--- src/rtl/cfu_wb_buffer_pkg.sv ---
// Shared types for the CFU writeback result buffer.
// Entry layout is reused by the issue stage writeback mux.
package cfu_wb_buffer_pkg;

   localparam int unsigned XLEN          = 32;
   localparam int unsigned TRANS_ID_BITS = 4;

   typedef logic [XLEN-1:0] xlen_t;

   typedef struct packed {
      xlen_t cause;
      xlen_t tval;
      logic  valid;
   } exception_t;

   typedef struct packed {
      xlen_t                    result;
      logic [TRANS_ID_BITS-1:0] trans_id;
      exception_t               ex;
   } cfu_wb_entry_t;

   // ProtocolAsserts gates the FU handshake checker
   typedef struct packed {
      int unsigned XLEN;
      bit          ProtocolAsserts;
   } cfg_t;

   localparam cfg_t cva6_cfg_empty = '{XLEN: 32, ProtocolAsserts: 1'b1};

endpackage

--- src/rtl/cfu_wb_buffer.sv ---
// In-order result FIFO between the pattern-fetch FU and writeback.
// Occupancy lives in a count register; full/empty never use pointers.
module cfu_wb_buffer
   import cfu_wb_buffer_pkg::*;
#(
   parameter cfg_t        CVA6Cfg = cva6_cfg_empty,
   parameter int unsigned DEPTH   = 2
) (
   input  logic                     clk_i,
   input  logic                     rst_ni,
   input  logic                     flush_i,
   input  logic                     fu_valid_i,
   input  xlen_t                    fu_result_i,
   input  logic [TRANS_ID_BITS-1:0] fu_trans_id_i,
   input  exception_t               fu_exception_i,
   output logic                     fu_ready_o,
   output logic                     wb_valid_o,
   output xlen_t                    wb_result_o,
   output logic [TRANS_ID_BITS-1:0] wb_trans_id_o,
   output exception_t               wb_exception_o,
   input  logic                     wb_grant_i,
   output logic [$clog2(DEPTH):0]   count_o
);

   localparam int unsigned PTR_W = $clog2(DEPTH);
   localparam int unsigned CNT_W = PTR_W + 1;
   localparam logic [CNT_W-1:0] FULL = CNT_W'(DEPTH);

   if (CVA6Cfg.XLEN != XLEN) begin : g_bad_xlen
      $error("cfu_wb_buffer: CVA6Cfg.XLEN does not match package XLEN");
   end
   if (DEPTH < 2 || (DEPTH & (DEPTH - 1)) != 0) begin : g_bad_depth
      $error("cfu_wb_buffer: DEPTH must be a power of two >= 2");
   end

   cfu_wb_entry_t    r_mem [DEPTH];
   logic [PTR_W-1:0] r_rd_ptr;
   logic [PTR_W-1:0] r_wr_ptr;
   logic [CNT_W-1:0] r_count;

   logic          w_push;
   logic          w_pop;
   cfu_wb_entry_t w_in;
   cfu_wb_entry_t w_head;

   // Handshake outputs decode only the registered count
   assign fu_ready_o = (r_count != FULL);
   assign wb_valid_o = (r_count != '0);

   assign w_push = fu_valid_i && fu_ready_o && !flush_i;
   assign w_pop  = wb_valid_o && wb_grant_i && !flush_i;

   assign w_in.result   = fu_result_i;
   assign w_in.trans_id = fu_trans_id_i;
   assign w_in.ex       = fu_exception_i;

   // Storage is not reset or flushed; validity comes from count
   always_ff @(posedge clk_i) begin
      if (w_push) begin
         r_mem[r_wr_ptr] <= w_in;
      end
   end

   always_ff @(posedge clk_i or negedge rst_ni) begin
      if (!rst_ni) begin
         r_rd_ptr <= '0;
         r_wr_ptr <= '0;
         r_count  <= '0;
      end else if (flush_i) begin
         r_rd_ptr <= '0;
         r_wr_ptr <= '0;
         r_count  <= '0;
      end else begin
         if (w_push) begin
            r_wr_ptr <= r_wr_ptr + PTR_W'(1);
         end
         if (w_pop) begin
            r_rd_ptr <= r_rd_ptr + PTR_W'(1);
         end
         unique case ({w_push, w_pop})
            2'b10:   r_count <= r_count + CNT_W'(1);
            2'b01:   r_count <= r_count - CNT_W'(1);
            default: r_count <= r_count;
         endcase
      end
   end

   always_comb begin
      w_head = '0;
      if (wb_valid_o) begin
         w_head = r_mem[r_rd_ptr];
      end
   end

   assign wb_result_o    = w_head.result;
   assign wb_trans_id_o  = w_head.trans_id;
   assign wb_exception_o = w_head.ex;
   assign count_o        = r_count;

   if (CVA6Cfg.ProtocolAsserts) begin : g_asserts
      a_fu_push_when_full : assert property (
         @(posedge clk_i) disable iff (!rst_ni)
         fu_valid_i |-> fu_ready_o
      );
   end

endmodule

--- config.mk ---
export PLATFORM = sky130hd
export DESIGN_NAME = cfu_wb_buffer
export DESIGN_NICKNAME = d
export VERILOG_FILES = /design/src/rtl/cfu_wb_buffer_pkg.sv /design/src/rtl/cfu_wb_buffer.sv
export SDC_FILE = /design/constraint.sdc
export NUM_CORES = 1
export LEC_CHECK = 0
export ABC_AREA = 1
export CAP_MARGIN = 40
export CORE_MARGIN = 8
export CORE_UTILIZATION = 30
export CTS_BUF_LIST = sky130_fd_sc_hd__clkbuf_8
export CTS_CLUSTER_SIZE = 25
export DETAILED_ROUTE_END_ITERATION = 6
export PLACE_DENSITY = 0.66
export SLEW_MARGIN = 20
export SYNTH_ARGS = -nofsm -noshare
export SYNTH_HDL_FRONTEND = slang
export SYNTH_SLANG_ARGS = --single-unit
--- constraint.sdc ---
create_clock -name clk_i -period 9.7 [get_ports clk_i]
set_input_delay 1.455 -clock clk_i [delete_from_list [all_inputs] [get_ports clk_i]]
set_output_delay 1.455 -clock clk_i [all_outputs]
set_load 0.05 [all_outputs]
==> run metrics, run 1 <==
Clock power frac=0.220; Gate Count Post-Synth=579; worst min path class=flip-flop to flip-flop; syn nets=685; CP required=8250 ps; num ports=211; Critical Path End Type=output pin; via count=5114; gr usage total=0.1200; Fill cells=2356; synth warn=0; antenna violations before repair=0; DRC Markers=0; crit path launch=r_rd_ptr; Area Growth Syn to Fin=40.54%; H-tree Lvls=2; drt via density=4.401; CTS Sinks=206; WL per Instance=16.85 um; power consumption=3513 uW; Yosys cell types=18; Routed Antenna Nets=0; IO buf count=210; RSZ-0062 raised after global routing=no; largest net degree at the start of global routing=61; Die Ht=177.1 um; WS Path Type=flip-flop to output pin; Clock Latency Late Sink=500 ps; Worst Hold Launch=r_wr_ptr; Synth top area share=0.7790; Max Freq=190.8 MHz; clock root cell=clkbuf_8; R2R depth=7; time the worst path needs with I/O delays and setup=5242 ps; Final Hold Violating Endpoints=0; Max-cap violations=0; post-route insts no fill=1162; setup bufs post-CTS=0; crit path launch type=flip-flop; Initial Util=0.3022; status=finished, final reports clean; # setup viols final=0; cell count of the worst hold path=2; Die Footprint=31360 um^2; Worst Tran Pin Value=754.8 ps; worst r2r src=count_o[0]; sequential area share after synthesis=0.7919; final wirelength=19580 um; cells taking the most area after synthesis=edfxtp_1 78%, nand2_1 10%, a21oi_1 6.5%, buf_2 1.7%, dfrtp_1 1.3%; Hold WS=553.8 ps; Power Density=321.1 nW/um^2; crit share post-route=0.5405; final setup TNS=0 ps; Overflow after GRT=0; maximum VDD drop=0.0001828 V; Worst Skew=11.46 ps; routability-driven placement congestion ratio=0.7121; crit path max fanout=60; Inserted Clock Buffers=36; antenna diode count=0; Leak=0.003838 uW; Placed Cells=1098; Flop pwr share=0.319; Comb pwr share=0.461; Switching Share=0.4366; Pre-antenna DRT Iters=4; row count=59; initial drt markers=317; Core Footprint=25760 um^2; post-synthesis average cell area=13.45 um^2; Final Util=0.4247; CTS tree=done; fraction of layout cells with a size suffix above 1=0.08343; Worst Path Arrival=3790 ps; fin. max-slew vios=0; post-cts hold buffer count=0; vias in the first global route=5213; Max-slew headroom=0.4962; clk slew on worst S/H paths=50 ps; clk buf depth=3; synthesized area=7786 um^2; post-synth top area cell=edfxtp_1; #FFs+latches synth=206; first-pass GRT wire length=29330 um; Post-DP HPWL=12250 um; nets=907; die width=177.1 um; commonest non-fill, non-tap cell in the layout=nand2_1; Net Sw Power=1534 uW; internal power=1979 uW; CTS resizes=0; most frequent cells in the layout=213 x nand2_1, 210 x clkdlybuf4s50_1, 202 x edfxtp_1
[power groups by stage]
stage	Combinational, uW	Clock (uW)	Sequential, uW
after floorplan	1070	0	1130
after global placement	1620	0	1140
after detailed placement	1640	0	1140
after CTS	1650	802	1120
after global routing	1710	835	1130
final	1620	772	1120
[cells in the mapped netlist]
master    number
nand2_1      213
edfxtp_1     202
a21oi_1      101
buf_2         27
inv_1          6
clkbuf_1       5
dfrtp_1        4
nand2_2        4
nor2_1         3
nor3_1         3
inv_2          2
nor2_2         2
o21ai_1        2
a21oi_2        1
buf_1          1
bufinv_8       1
nand3_2        1
nand3_4        1
[final timing paths]
| kind | slack [ps] | endpoint |
|---|---|---|
| min | 550 | r_wr_ptr |
| max in group asynchronous | 8280 | r_rd_ptr |
| max reg2reg | 7110 | r_mem[0][93] |
| max | 4460 | wb_result_o[9] |
| min reg2reg | 550 | r_wr_ptr |
| min in group asynchronous | 1190 | count_o[0] |
[metal layers]
layer,share of wire,GRT usage,routed length (um)
met1,0.43,0.1515,8353
met5,0,0,0
met3,0.082,0.04096,1609
met4,0.019,0.03503,377
met2,0.47,0.1923,9240
[flip-flops by register name, summed over array words and instances (netlist names)]
register  count
r_mem       202
count_o       2
r_wr_ptr      1
r_rd_ptr      1
[layout make-up]
cell class	count	area, um^2	area share
Tap cell	335	419.2	0.03830
Clock inverter	27	193.9	0.01772
Timing Repair Buffer	217	2175	0.1987
Multi-Input combinational cell	331	1425	0.1302
Sequential cell	206	6170	0.5638
Clock buffer	37	509.2	0.04654
Inverter	9	51.30	0.004688
[per-stage QoR]
step                      instance area (um^2)  setup WS (ps)
final                                    10940           4458
after global routing                     10940           4162
after CTS                                10940           4272
after detailed placement                 10240           4847
after global placement                   10210           4883
after floorplan                           7786          568.6
[kinds of logic after synthesis]
group | Yosys count | synth area share
simple gates | 227 | 0.1144
compound gates | 104 | 0.06733
flops | 206 | 0.7919
buf+inv | 42 | 0.02635
[worst max-delay path: stages, from the launching register on]
cell and delay, ps:
dfrtp_4 840, clkinv_2 810, buf_4 600, nand2_1 130, a21oi_1 110, clkdlybuf4s50_1 760
Note: power is estimated with default switching activity, not from simulation.
==> run 2: changes to the inputs <==
Clock period 9.7 ns to 5.38 ns, I/O delays scaled along.
==> run 2 against run 1 <==
Cell count is 0.34% higher. Sequential share of layout area down 0.45 points. Routed wire length up 1.8%. Sequential power up 79%. Clock skew rose by 5.0 ps. Critical endpoint is now wb_exception_o[16]. Clock power rose by 85%. Critical path depth did not move. Non-clock buffer count rose by 3. Worst hold slack worse by 21 ps.
==> run metrics, run 2 (same netlist as run 1, synthesis figures left out) <==
status=finished, final reports clean; Max-slew headroom=0.4383; fraction of layout cells with a size suffix above 1=0.08905; crit path max fanout=63; final wirelength=19940 um; worst min path class=primary input to async pin; Fill cells=2311; CTS resizes=0; die width=177.1 um; met3 wire length=1531 um; reg2reg setup slack=3360 ps; maximum VDD drop=0.0003668 V; Largest Register=r_mem; Largest register FFs=202; highest metal used=met5; crit path launch type=flip-flop; Critical Path End Type=output pin; Die Ht=177.1 um; IO buf count=210; WS Path Type=flip-flop to output pin; gr usage total=0.1223; Final Hold Violating Endpoints=0; DRC Markers=0; # setup viols final=0; num ports=211; Die Footprint=31360 um^2; via count=5135; Max-cap violations=0; commonest non-fill, non-tap cell in the layout=nand2_1; row count=59; most frequent cells in the layout=213 x nand2_1, 210 x clkdlybuf4s50_1, 202 x edfxtp_1; clock root cell=clkbuf_8; Post-DP HPWL=12700 um; Worst Tran Pin Value=842.5 ps; Max Freq=247.2 MHz; final setup TNS=0 ps; nets=911; post-cts hold buffer count=0; first-pass GRT wire length=29960 um; antenna diode count=0; antenna violations before repair=1; Net Sw Power=2776 uW; Overflow after GRT=0; vias in the first global route=5427; CP required=4570 ps; clk buf depth=3; Comb pwr share=0.462; Flop pwr share=0.313; clk slew on worst S/H paths=50 ps; CTS Sinks=206; CTS tree=done; RSZ-0062 raised after global routing=no; Core Footprint=25760 um^2; Worst Skew=16.46 ps; crit share post-route=0.7519; Clock power frac=0.225; internal power=3595 uW; setup bufs post-CTS=0; Switching Share=0.4357; Worst Path Arrival=3240 ps; largest net degree at the start of global routing=73; H-tree Lvls=2; initial drt markers=264; Routed Antenna Nets=0; WL per Instance=17.10 um; routability-driven placement congestion ratio=0.7144; fin. max-slew vios=0; Area Growth Syn to Fin=41.68%; Power Density=577.5 nW/um^2; pre-CTS WS=1773 ps; Met2 Routed Length=10000 um; drt via density=4.404; time the worst path needs with I/O delays and setup=4045 ps; Leak=0.003870 uW; Clock Latency Late Sink=500 ps; met1 WL=7948 um; Initial Util=0.3022; Pre-antenna DRT Iters=4; setup ws final=1335 ps; Inserted Clock Buffers=37
[run 2: metal layers]
layer / vias to the layer above / track usage
li1: 2489 / -
met1: 2445 / 0.1388
met2: 160 / 0.2096
met3: 39 / 0.04139
met4: 2 / 0.04658
met5: - / 0
[run 2: power groups by stage]
stage,sequential [uW],combinational (uW),clock [uW]
final,2000,2940,1430
after global routing,2010,3100,1550
after CTS,2000,3000,1480
after detailed placement,2030,2990,0
after global placement,2030,2980,0
after floorplan,2030,1920,0
[run 2: final timing paths]
path	depth (start not counted)	from	endpoint
setup reg to reg	6	count_o[0]	r_mem[1][27]
min in group clk_i	2	r_wr_ptr	r_wr_ptr
hold / removal	1	rst_ni	count_o[1]
hold reg to reg	2	r_wr_ptr	r_wr_ptr
setup / recovery	5	r_rd_ptr	wb_exception_o[16]
max in group asynchronous	1	rst_ni	r_rd_ptr
[run 2: cell type report]
cell class                      count  area [um^2]  area share
Sequential cell                   206         6170      0.5593
Timing Repair Buffer              220         2230      0.2021
Multi-Input combinational cell    331         1431      0.1297
Clock buffer                       39        536.8     0.04866
Tap cell                          335        419.2     0.03799
Clock inverter                     26        193.9     0.01758
Inverter                            9        51.30    0.004650
[run 2: stage by stage]
step / cell area [um^2] / utilization / hold slack (ps) / power, uW / cells
after detailed placement: 10300 / 0.3998 / 554.9 / 5023 / 1101
after floorplan: 7797 / - / 511.4 / 3957 / 579
after global placement: 10250 / 0.3977 / 553.1 / 5006 / 1099
after global routing: 11030 / 0.4282 / 499.2 / 6665 / 1166
after CTS: 11030 / 0.4282 / 501.9 / 6479 / 1166
final: 11030 / 0.4282 / 532.3 / 6371 / 1166
[run 2: worst max-delay path, stage by stage, from the launching register on]
cell	delay, ps
dfrtp_4	640
clkinv_2	480
buf_12	320
nand2_1	100
a21oi_1	220
clkdlybuf4s50_1	870
